$ cat config.mk
export PLATFORM = sky130hd
export DESIGN_NAME = uart_echo_fifo
export DESIGN_NICKNAME = d
export VERILOG_FILES = /design/src/rtl/uart_echo_fifo.sv
export SDC_FILE = /design/constraint.sdc
export NUM_CORES = 1
export LEC_CHECK = 0
export CORE_MARGIN = 4
export CORE_UTILIZATION = 40
export DETAILED_ROUTE_END_ITERATION = 10
export SLEW_MARGIN = 10
export SYNTH_ARGS = -nofsm -noshare
export SYNTH_HDL_FRONTEND = slang
export SYNTH_SLANG_ARGS = --single-unit
$ cat constraint.sdc
create_clock -name clk -period 3.1 [get_ports clk]
set_input_delay 0.31 -clock clk [delete_from_list [all_inputs] [get_ports clk]]
set_output_delay 0.31 -clock clk [all_outputs]
set_load 0.005 [all_outputs]
$ cat src/rtl/uart_echo_fifo.sv
// Buffered UART echo: fractional baud tick, oversampling RX, byte FIFO, flow-controlled TX.
// Define UART_ECHO_STATS_EN to add saturating err_count / ovf_count outputs.
module uart_echo_fifo #(
  parameter int OVERSAMPLE = 3,
  parameter int ACC_W      = 10,
  parameter int INCR       = 78,
  parameter int DATA_W     = 8,
  parameter int FIFO_AW    = 4
) (
  input  logic               clk,
  input  logic               reset_n,
  input  logic               rxd,
  output logic               txd,
  input  logic               tx_hold,
  output logic               rx_active,
  output logic               tx_active,
  output logic               rx_err,
  output logic               overflow,
  output logic [FIFO_AW:0]   fifo_level
`ifdef UART_ECHO_STATS_EN
  ,
  output logic [7:0]         err_count,
  output logic [7:0]         ovf_count
`endif
);

  localparam int DEPTH = 2**FIFO_AW;
  localparam int BC_W  = $clog2(DATA_W + 1);
  localparam logic [OVERSAMPLE-1:0] CNT_MAX   = '1;
  localparam logic [OVERSAMPLE-1:0] CNT_HALF  = OVERSAMPLE'(2**(OVERSAMPLE-1) - 1);
  localparam logic [OVERSAMPLE-1:0] CNT_ONE   = OVERSAMPLE'(1);
  localparam logic [BC_W-1:0]       BITS_LAST = BC_W'(DATA_W - 1);
  localparam logic [BC_W-1:0]       BIT_ONE   = BC_W'(1);
  localparam logic [FIFO_AW:0]      LVL_FULL  = (FIFO_AW+1)'(DEPTH);
  localparam logic [FIFO_AW:0]      LVL_ONE   = (FIFO_AW+1)'(1);
  localparam logic [FIFO_AW-1:0]    PTR_ONE   = FIFO_AW'(1);

  localparam logic [2:0] RX_IDLE  = 3'd0;
  localparam logic [2:0] RX_START = 3'd1;
  localparam logic [2:0] RX_DATA  = 3'd2;
  localparam logic [2:0] RX_STOP  = 3'd3;
  localparam logic [2:0] RX_BREAK = 3'd4;

  localparam logic [1:0] TX_IDLE  = 2'd0;
  localparam logic [1:0] TX_START = 2'd1;
  localparam logic [1:0] TX_DATA  = 2'd2;
  localparam logic [1:0] TX_STOP  = 2'd3;

  logic [ACC_W-1:0]      r_acc;
  logic [ACC_W:0]        w_acc_sum;
  logic                  r_tick;

  logic                  r_sync1, r_sync2, r_sync3;
  logic [2:0]            r_rx_state;
  logic [OVERSAMPLE-1:0] r_rx_cnt;
  logic [BC_W-1:0]       r_rx_bit;
  logic [DATA_W-1:0]     r_rx_shift;
  logic                  r_rx_err;
  logic                  w_rx_push;

  logic [DATA_W-1:0]     r_mem [DEPTH];
  logic [FIFO_AW-1:0]    r_wptr, r_rptr;
  logic [FIFO_AW:0]      r_level;
  logic                  r_overflow;
  logic                  w_full, w_empty, w_wr, w_pop;

  logic [1:0]            r_tx_state;
  logic [OVERSAMPLE-1:0] r_tx_cnt;
  logic [BC_W-1:0]       r_tx_bit;
  logic [DATA_W-1:0]     r_tx_shift;
  logic                  r_txd;

  assign w_acc_sum = {1'b0, r_acc} + (ACC_W+1)'(INCR);

  always_ff @(posedge clk or negedge reset_n) begin
    if (!reset_n) begin
      r_acc  <= '0;
      r_tick <= 1'b0;
    end else begin
      r_acc  <= w_acc_sum[ACC_W-1:0];
      r_tick <= w_acc_sum[ACC_W];
    end
  end

  assign w_rx_push = (r_rx_state == RX_STOP) && r_tick && (r_rx_cnt == CNT_MAX) && r_sync2;

  always_ff @(posedge clk or negedge reset_n) begin
    if (!reset_n) begin
      r_sync1    <= 1'b1;
      r_sync2    <= 1'b1;
      r_sync3    <= 1'b1;
      r_rx_state <= RX_IDLE;
      r_rx_cnt   <= '0;
      r_rx_bit   <= '0;
      r_rx_shift <= '0;
      r_rx_err   <= 1'b0;
    end else begin
      r_sync1  <= rxd;
      r_sync2  <= r_sync1;
      r_sync3  <= r_sync2;
      r_rx_err <= 1'b0;
      case (r_rx_state)
        RX_IDLE: if (r_sync3 && !r_sync2) begin
          r_rx_state <= RX_START;
          r_rx_cnt   <= '0;
        end
        RX_START: if (r_tick) begin
          // Mid-start re-check rejects glitches; counter restarts so data samples land mid-bit.
          if (r_rx_cnt == CNT_HALF) begin
            r_rx_cnt   <= '0;
            r_rx_bit   <= '0;
            r_rx_state <= r_sync2 ? RX_IDLE : RX_DATA;
          end else begin
            r_rx_cnt <= r_rx_cnt + CNT_ONE;
          end
        end
        RX_DATA: if (r_tick) begin
          r_rx_cnt <= r_rx_cnt + CNT_ONE;
          if (r_rx_cnt == CNT_MAX) begin
            r_rx_shift <= {r_sync2, r_rx_shift[DATA_W-1:1]};
            r_rx_bit   <= r_rx_bit + BIT_ONE;
            if (r_rx_bit == BITS_LAST) r_rx_state <= RX_STOP;
          end
        end
        RX_STOP: if (r_tick) begin
          r_rx_cnt <= r_rx_cnt + CNT_ONE;
          if (r_rx_cnt == CNT_MAX) begin
            if (r_sync2) begin
              r_rx_state <= RX_IDLE;
            end else begin
              r_rx_err   <= 1'b1;
              r_rx_state <= RX_BREAK;
            end
          end
        end
        RX_BREAK: if (r_sync2) r_rx_state <= RX_IDLE;
        default: r_rx_state <= RX_IDLE;
      endcase
    end
  end

  assign w_full  = (r_level == LVL_FULL);
  assign w_empty = (r_level == '0);
  assign w_pop   = (r_tx_state == TX_IDLE) && !w_empty && !tx_hold;
  assign w_wr    = w_rx_push && (!w_full || w_pop);

  always_ff @(posedge clk) begin
    if (w_wr) r_mem[r_wptr] <= r_rx_shift;
  end

  always_ff @(posedge clk or negedge reset_n) begin
    if (!reset_n) begin
      r_wptr     <= '0;
      r_rptr     <= '0;
      r_level    <= '0;
      r_overflow <= 1'b0;
    end else begin
      r_overflow <= w_rx_push && w_full && !w_pop;
      if (w_wr)  r_wptr <= r_wptr + PTR_ONE;
      if (w_pop) r_rptr <= r_rptr + PTR_ONE;
      case ({w_wr, w_pop})
        2'b10:   r_level <= r_level + LVL_ONE;
        2'b01:   r_level <= r_level - LVL_ONE;
        default: r_level <= r_level;
      endcase
    end
  end

  always_ff @(posedge clk or negedge reset_n) begin
    if (!reset_n) begin
      r_tx_state <= TX_IDLE;
      r_tx_cnt   <= '0;
      r_tx_bit   <= '0;
      r_tx_shift <= '0;
      r_txd      <= 1'b1;
    end else begin
      // Line is driven one clk behind the state so the start bit follows the load clk.
      r_txd <= (r_tx_state == TX_START) ? 1'b0 :
               (r_tx_state == TX_DATA)  ? r_tx_shift[0] : 1'b1;
      case (r_tx_state)
        TX_IDLE: if (w_pop) begin
          r_tx_shift <= r_mem[r_rptr];
          r_tx_cnt   <= '0;
          r_tx_bit   <= '0;
          r_tx_state <= TX_START;
        end
        TX_START: if (r_tick) begin
          r_tx_cnt <= r_tx_cnt + CNT_ONE;
          if (r_tx_cnt == CNT_MAX) r_tx_state <= TX_DATA;
        end
        TX_DATA: if (r_tick) begin
          r_tx_cnt <= r_tx_cnt + CNT_ONE;
          if (r_tx_cnt == CNT_MAX) begin
            r_tx_shift <= r_tx_shift >> 1;
            r_tx_bit   <= r_tx_bit + BIT_ONE;
            if (r_tx_bit == BITS_LAST) r_tx_state <= TX_STOP;
          end
        end
        TX_STOP: if (r_tick) begin
          r_tx_cnt <= r_tx_cnt + CNT_ONE;
          if (r_tx_cnt == CNT_MAX) r_tx_state <= TX_IDLE;
        end
        default: r_tx_state <= TX_IDLE;
      endcase
    end
  end

  assign txd        = r_txd;
  assign rx_active  = (r_rx_state != RX_IDLE);
  assign tx_active  = (r_tx_state != TX_IDLE);
  assign rx_err     = r_rx_err;
  assign overflow   = r_overflow;
  assign fifo_level = r_level;

`ifdef UART_ECHO_STATS_EN
  logic [7:0] r_err_count, r_ovf_count;

  always_ff @(posedge clk or negedge reset_n) begin
    if (!reset_n) begin
      r_err_count <= '0;
      r_ovf_count <= '0;
    end else begin
      if (r_rx_err && (r_err_count != 8'hFF))   r_err_count <= r_err_count + 8'd1;
      if (r_overflow && (r_ovf_count != 8'hFF)) r_ovf_count <= r_ovf_count + 8'd1;
    end
  end

  assign err_count = r_err_count;
  assign ovf_count = r_ovf_count;
`endif

endmodule
### Word level (Yosys, flattened, before mapping)

Memory sizes are Yosys's and may differ from the RTL's.
Index checks and enable logic that the tools add are counted.

| storage, ports and cells | value |
|---|---|
| word-level logic and storage cells | 147 |
| memories | 1 |
| bits in read-only memories | 0 |
| memory bits (writable) | 128 |
| input port bits | 4 |
| bits in latches | 0 |
| register bits after elaboration | 65 |

| cells by class | value |
|---|---|
| equality and inequality tests | 34 |
| $add $sub $neg | 9 |
| reductions and logical operators | 33 |
| shift-type cells | 0 |
| bitwise logic cells | 0 |
| mux-type cells | 51 |
| multiply operators | 0 |
| order comparisons | 0 |
| divide/modulo/power cells | 0 |

Memories:

| name | depth | width | rd ports | clocked after Yosys merged registers in | write ports | line | source |
|---|---|---|---|---|---|---|---|
| r_mem | 16 | 8 | 1 | 0 | 1 | 61 | `logic [DATA_W-1:0] r_mem [DEPTH];` |

Operator list:

| kind | count |
|---|---|
| 3-bit two-way mux | 16 |
| 4-bit two-way mux | 7 |
| 2-bit inequality test, second input constant | 13 |
| 8-bit two-way mux | 3 |
| 2-bit two-way mux | 9 |
| 4-bit by 1-bit adder with 4-bit output, second input constant | 4 |
| 4-bit case mux with 2 select lines | 2 |
| 8-bit case mux with 2 select lines | 1 |
| 3-bit case mux with 5 select lines | 1 |
| 2-bit by 1-bit inequality test with 1-bit output, second input constant | 6 |
| 10-bit by 7-bit adder with 11-bit output, second input constant | 1 |
| 5-bit case mux with 2 select lines | 1 |
| 3-bit by 2-bit == test with 1-bit output, second input constant | 3 |
| 3-bit == test, second input constant | 3 |
| 1-bit logical AND | 9 |
| 3-bit case mux with 3 select lines | 1 |
| 9-bit AND reduction | 1 |
| 4-bit by 3-bit == test with 1-bit output, second input constant | 2 |
| 1-bit two-way mux | 8 |
| 2-bit case mux with 4 select lines | 1 |
| 4-bit AND reduction | 2 |
| 8-bit AND reduction | 1 |
| 2-bit nonzero test | 4 |
| 3-bit by 1-bit adder with 3-bit output, second input constant | 2 |
| other kinds (18) | 26 |

### Logic depth before layout (Yosys ltp)

| logic depth | value |
|---|---|
| depth after elaboration | 8 |
| gate-level depth with buffers | 13 |
| depth with buffers taken out | 12 |

### Worst setup path after synthesis

Ideal clock, no wire load.

| timing | value |
|---|---|
| path kind | register to register |
| start point | register r_rx_cnt[0] |
| end point | memory r_mem[3][0], enable pin |
| setup time | 0.383 ns |
| buffers on the path | 1 |
| required time | 2.717 ns |
| stages on the path, launching flop included | 9 |
| clock period less this slack | 2.713 ns |
| slack | 0.387 ns |
| arrival | 2.329 ns |
| path through | dfrtp_1 ha_1 ha_1 nand2_1 or3_1 buf_2 a31oi_4 nand2_1 nor3_1 |

| on the way | value |
|---|---|
| word-level cells in the longest chain between the ends | 6 |

Ends and longest elaborated chain:

| element | line | source |
|---|---|---|
| from (decl) | 55 | `logic [OVERSAMPLE-1:0] r_rx_cnt;` |
| from (signal assigned) | 114 | `r_rx_cnt <= r_rx_cnt + CNT_ONE;` |
| from (signal assigned) | 118 | `r_rx_cnt <= r_rx_cnt + CNT_ONE;` |
| from (signal assigned) | 126 | `r_rx_cnt <= r_rx_cnt + CNT_ONE;` |
| 3-bit == test | 85 | `assign w_rx_push = (r_rx_state == RX_STOP) && r_tick && (r_rx_cnt == CNT_MAX) && r_sync2;` |
| 1-bit logical AND (2 in series) | 85 |  |
| 1-bit logical AND | 145 | `assign w_wr = w_rx_push && (!w_full \|\| w_pop);` |
| 1-bit two-way mux | 148 | `if (w_wr) r_mem[r_wptr] <= r_rx_shift;` |
| 1-bit two-way mux (not written as such) | 148 |  |
| to (decl) | 61 |  |

No other way between the ends.

### Final worst setup path

| timing | value |
|---|---|
| start point | register r_rx_cnt[0] |
| end point | register r_level[4] (netlist: fifo_level[4]) |

| on the way | value |
|---|---|
| word-level cells in the longest chain between the ends | 6 |

Ends and longest elaborated chain:

| element | line | source |
|---|---|---|
| 3-bit == test (*) | 85 |  |
| 1-bit logical AND (*) (2 in series) | 85 |  |
| 1-bit logical AND (*) | 145 |  |
| 2-bit by 1-bit == test with 1-bit output / 2-bit == test (equally long branches) | 161 | `case ({w_wr, w_pop})` |
| 5-bit case mux with 2 select lines / 2-bit nonzero test (equally long branches) | n/a |  |
| to (signal assigned) | 162 | `2'b10: r_level <= r_level + LVL_ONE;` |
| to (signal assigned) | 163 | `2'b01: r_level <= r_level - LVL_ONE;` |
| to (signal assigned) | 164 | `default: r_level <= r_level;` |
| to (decl) | 63 | `logic [FIFO_AW:0] r_level;` |

Mark *: on every way between the ends. The rest lies on a longest branch, timed or not.
A chain may end at the register's enable or synchronous reset.

==> flow_summary.ini <==
[outcome]
outcome = finished, final reports clean

[timing]
finalClockSkew_ps = 9.94
worst_pin_slew_ps = 906
final.period_utilization_pct = 91.5
max_freq_ghz = 0.353
rsz0062_at_grt = no
relSlewSlack_pct = 39.6
period_needed_ps = 2840
finalSetupTns_ps = 0
slew_viol_final = 0
hold_viol_final = 0
setup_violations = 0

[placed_design]
port-buffer-count = 13
finalWeightedCongestion = 0.813
post-dp-hpwl_um = 10100
place_inst = 824

[synth]
synthFlopType = edfxtp_1
synth_cell_types = 57
yosys_warnings = 0
seq_area_frac_synth_pct = 66.5
synth_nets = 566
async_reset_ff_share_pct = 33.3
synth.avg_cell_area_um2 = 15.2
synth_area_um2 = 8190
postSynthCellCount = 539
yosys_register_bits = 192
synth-edff-count = 128

[clock_tree]
clk_latency_ps = 430
cts_resized = 0
cts_htree_levels = 4
cts_buffer_depth = 2
cts_buffers = 17
cts_setup_buffers = 0
clock_sinks = 192
ctsRootBufferMaster = clkbuf_16
clkTransAtPathRegs_ps = 70
cts_tree = done
postCtsHoldBufs = 0

[route]
avgRoutedWirePerCell_um = 17.9
vias = 4417
remaining_drc_errors = 0
routed_via_density = 5.16
first_pass_iters = 4
drt_iter0_markers = 293
drt_wl_total_um = 15300
antenna_left = 0

[pwr]
powerDensity_nw_per_um2 = 543
leakagePower_uw = 0.00354
ir_worst_vdd_mv = 0.396

[global_routing]
track_usage_pct = 14.6
grt_pass1_vias = 4611
antenna_found_initial = 0
grt_pass1_wl_um = 24900
grt_max_degree = 41
grt_overflow = 0

[layout]
stdcell_count = 856
areaGrowthSynthToFinish_pct = 13.8
fin_nets = 600
fill_cells = 1750
n_antenna_cell = 0
drive_gt1_share_pct = 18.8

[floorplanning]
io-pin-count = 14
start_util_pct = 40.6
die_x_um = 151
dieArea_um2 = 22800
core_area_um2 = 20200
core.rowCount = 52
die_h_um = 151

[setup_path]
crit_family = simple AND/OR/NAND/NOR gates
end_kind = flip-flop
criticalPathCategory = reg -> reg
slowest_stage = or3_1
worst-endpoint-arrival_ps = 3160
cpMostUsedCell = ha_1
cp_cell_sequence = ha_1 > ha_1 > nand2_1 > or3_1 > nand2_1 > inv_1 > ha_1 > nor2b_1 > o21ai_0 > and3_1 > and2_1 > o311ai_1
cp_max_fo = 4
max_stage_delay_ps = 440
cp.required_ps = 3420
critPathBufInv = 1
setup.worst_path.start_class = flip-flop

[worst_hold_path]
hold_class = in -> async

[flow_run]
drv_cap = 0
==> flip-flops by register name, summed over array words and instances (netlist names), 4 cells and up <==
| signal | flops |
|---|---|
| fifo_level | 5 |
| r_acc | 9 |
| r_mem | 128 |
| r_rptr | 4 |
| r_rx_bit | 4 |
| r_rx_shift | 8 |
| r_tx_bit | 4 |
| r_tx_shift | 8 |
| r_wptr | 4 |
==> cells by family after synthesis <==
kind of cell / after synthesis / synth area share [%]
DFF: 192 / 66.5
and+or+nand+nor: 110 / 7.03
AOI/OAI and AO/OA: 84 / 7.00
muxes: 71 / 11.9
buffers and inverters: 43 / 2.23
adders and majority gates: 23 / 3.60
xor gates and xnor gates: 16 / 1.71
==> area by class of cell <==
class,count,area [µm²],share of cell area (%)
Inverter,22,82.6,0.886
Tap cell,270,338,3.63
Multi-Input combinational cell,304,2560,27.5
Timing Repair Buffer,36,310,3.33
Sequential cell,192,5450,58.5
Clock inverter,14,150,1.61
Clock buffer,18,429,4.61
==> per-layer routing <==
layer  GRT usage, %  vias up  routed length (µm)
met5              0        -                   0
met2           24.1       59                7810
li1               -     2104                   -
met1           19.1     2238                6710
met3           3.11       16                 601
met4           5.26        0                 212
==> cell usage after synthesis, types with 7 or more instances <==
master / n / area share, %
edfxtp_1: 128 / 47
dfrtp_1: 60 / 18
mux2i_1: 31 / 3.8
nand2_1: 31 / 1.4
nor2_1: 27 / 1.2
ha_1: 22 / 3.4
inv_1: 22 / 1.0
mux4_2: 19 / 5.2
a21oi_1: 18 / 1.1
mux2_2: 18 / 2.5
a22oi_1: 15 / 1.4
o21ai_0: 13 / 0.79
xnor2_1: 13 / 1.4
o22ai_1: 11 / 0.84
nand2b_1: 9 / 0.69
buf_2: 8 / 0.49
clkbuf_1: 8 / 0.37
nor3_1: 7 / 0.43
o31ai_1: 7 / 0.64
==> worst reg2reg max path, delay by kind of cell (launching register included) <==
family	cells	cell delay, ps
and+or+nand+nor	6	1180
adders and majority gates	3	730
DFF	1	370
AOI/OAI and AO/OA	2	370
buffers and inverters	1	80
==> path summary, 6_finish.rpt <==
kind | start | end | slack (ps) | depth (start not counted)
worst min-delay path | reset_n | r_rx_cnt[0] | 20 | 1
max in group asynchronous | reset_n | r_rptr[1] | 2300 | 2
worst max register to register | r_rx_cnt[0] | fifo_level[4] | 260 | 12
worst min register to register | r_sync1 | r_sync2 | 360 | 0
worst max-delay path | r_rx_cnt[0] | fifo_level[4] | 260 | 12
min in group clk | rxd | r_sync1 | 290 | 1
==> stage by stage <==
step	cell area (µm²)	util (%)	power [µW]	hold WS [ps]	setup slack (ps)
global route	9320	46.2	5250	80.2	2.26
CTS	9320	46.2	5120	36.6	252
finish	9320	46.2	5060	15.7	265
detailed placement	8740	43.3	3010	353	207
global placement	8740	43.3	3000	350	290
floorplan	8190	-	2940	14.4	387
==> where the power goes <==
group	internal (µW)	total, µW	switching, µW	leakage (µW)
registers	2740	2790	47.7	0.00216
clock network	1140	2110	971	0.000284
logic	78.8	159	80.2	0.00109
total	3960	5060	1100	0.00354
==> cell usage in the layout (no fill, tap or decap), types with 4 or more instances in the layout <==
cell type	instances
a21oi_1	18
a22oi_1	15
buf_4	22
clkbuf_16	17
clkdlybuf4s50_1	12
dfrtp_1	60
dfstp_2	4
edfxtp_1	128
ha_1	22
inv_1	22
inv_6	4
mux2_2	18
mux2i_1	31
mux4_2	19
nand2_1	31
nand2b_1	9
nand3_1	6
nor2_1	27
nor3_1	7
o21ai_0	13
o22ai_1	11
o31ai_1	7
xnor2_1	13
No activity file was read; power rests on OpenSTA's default activity.
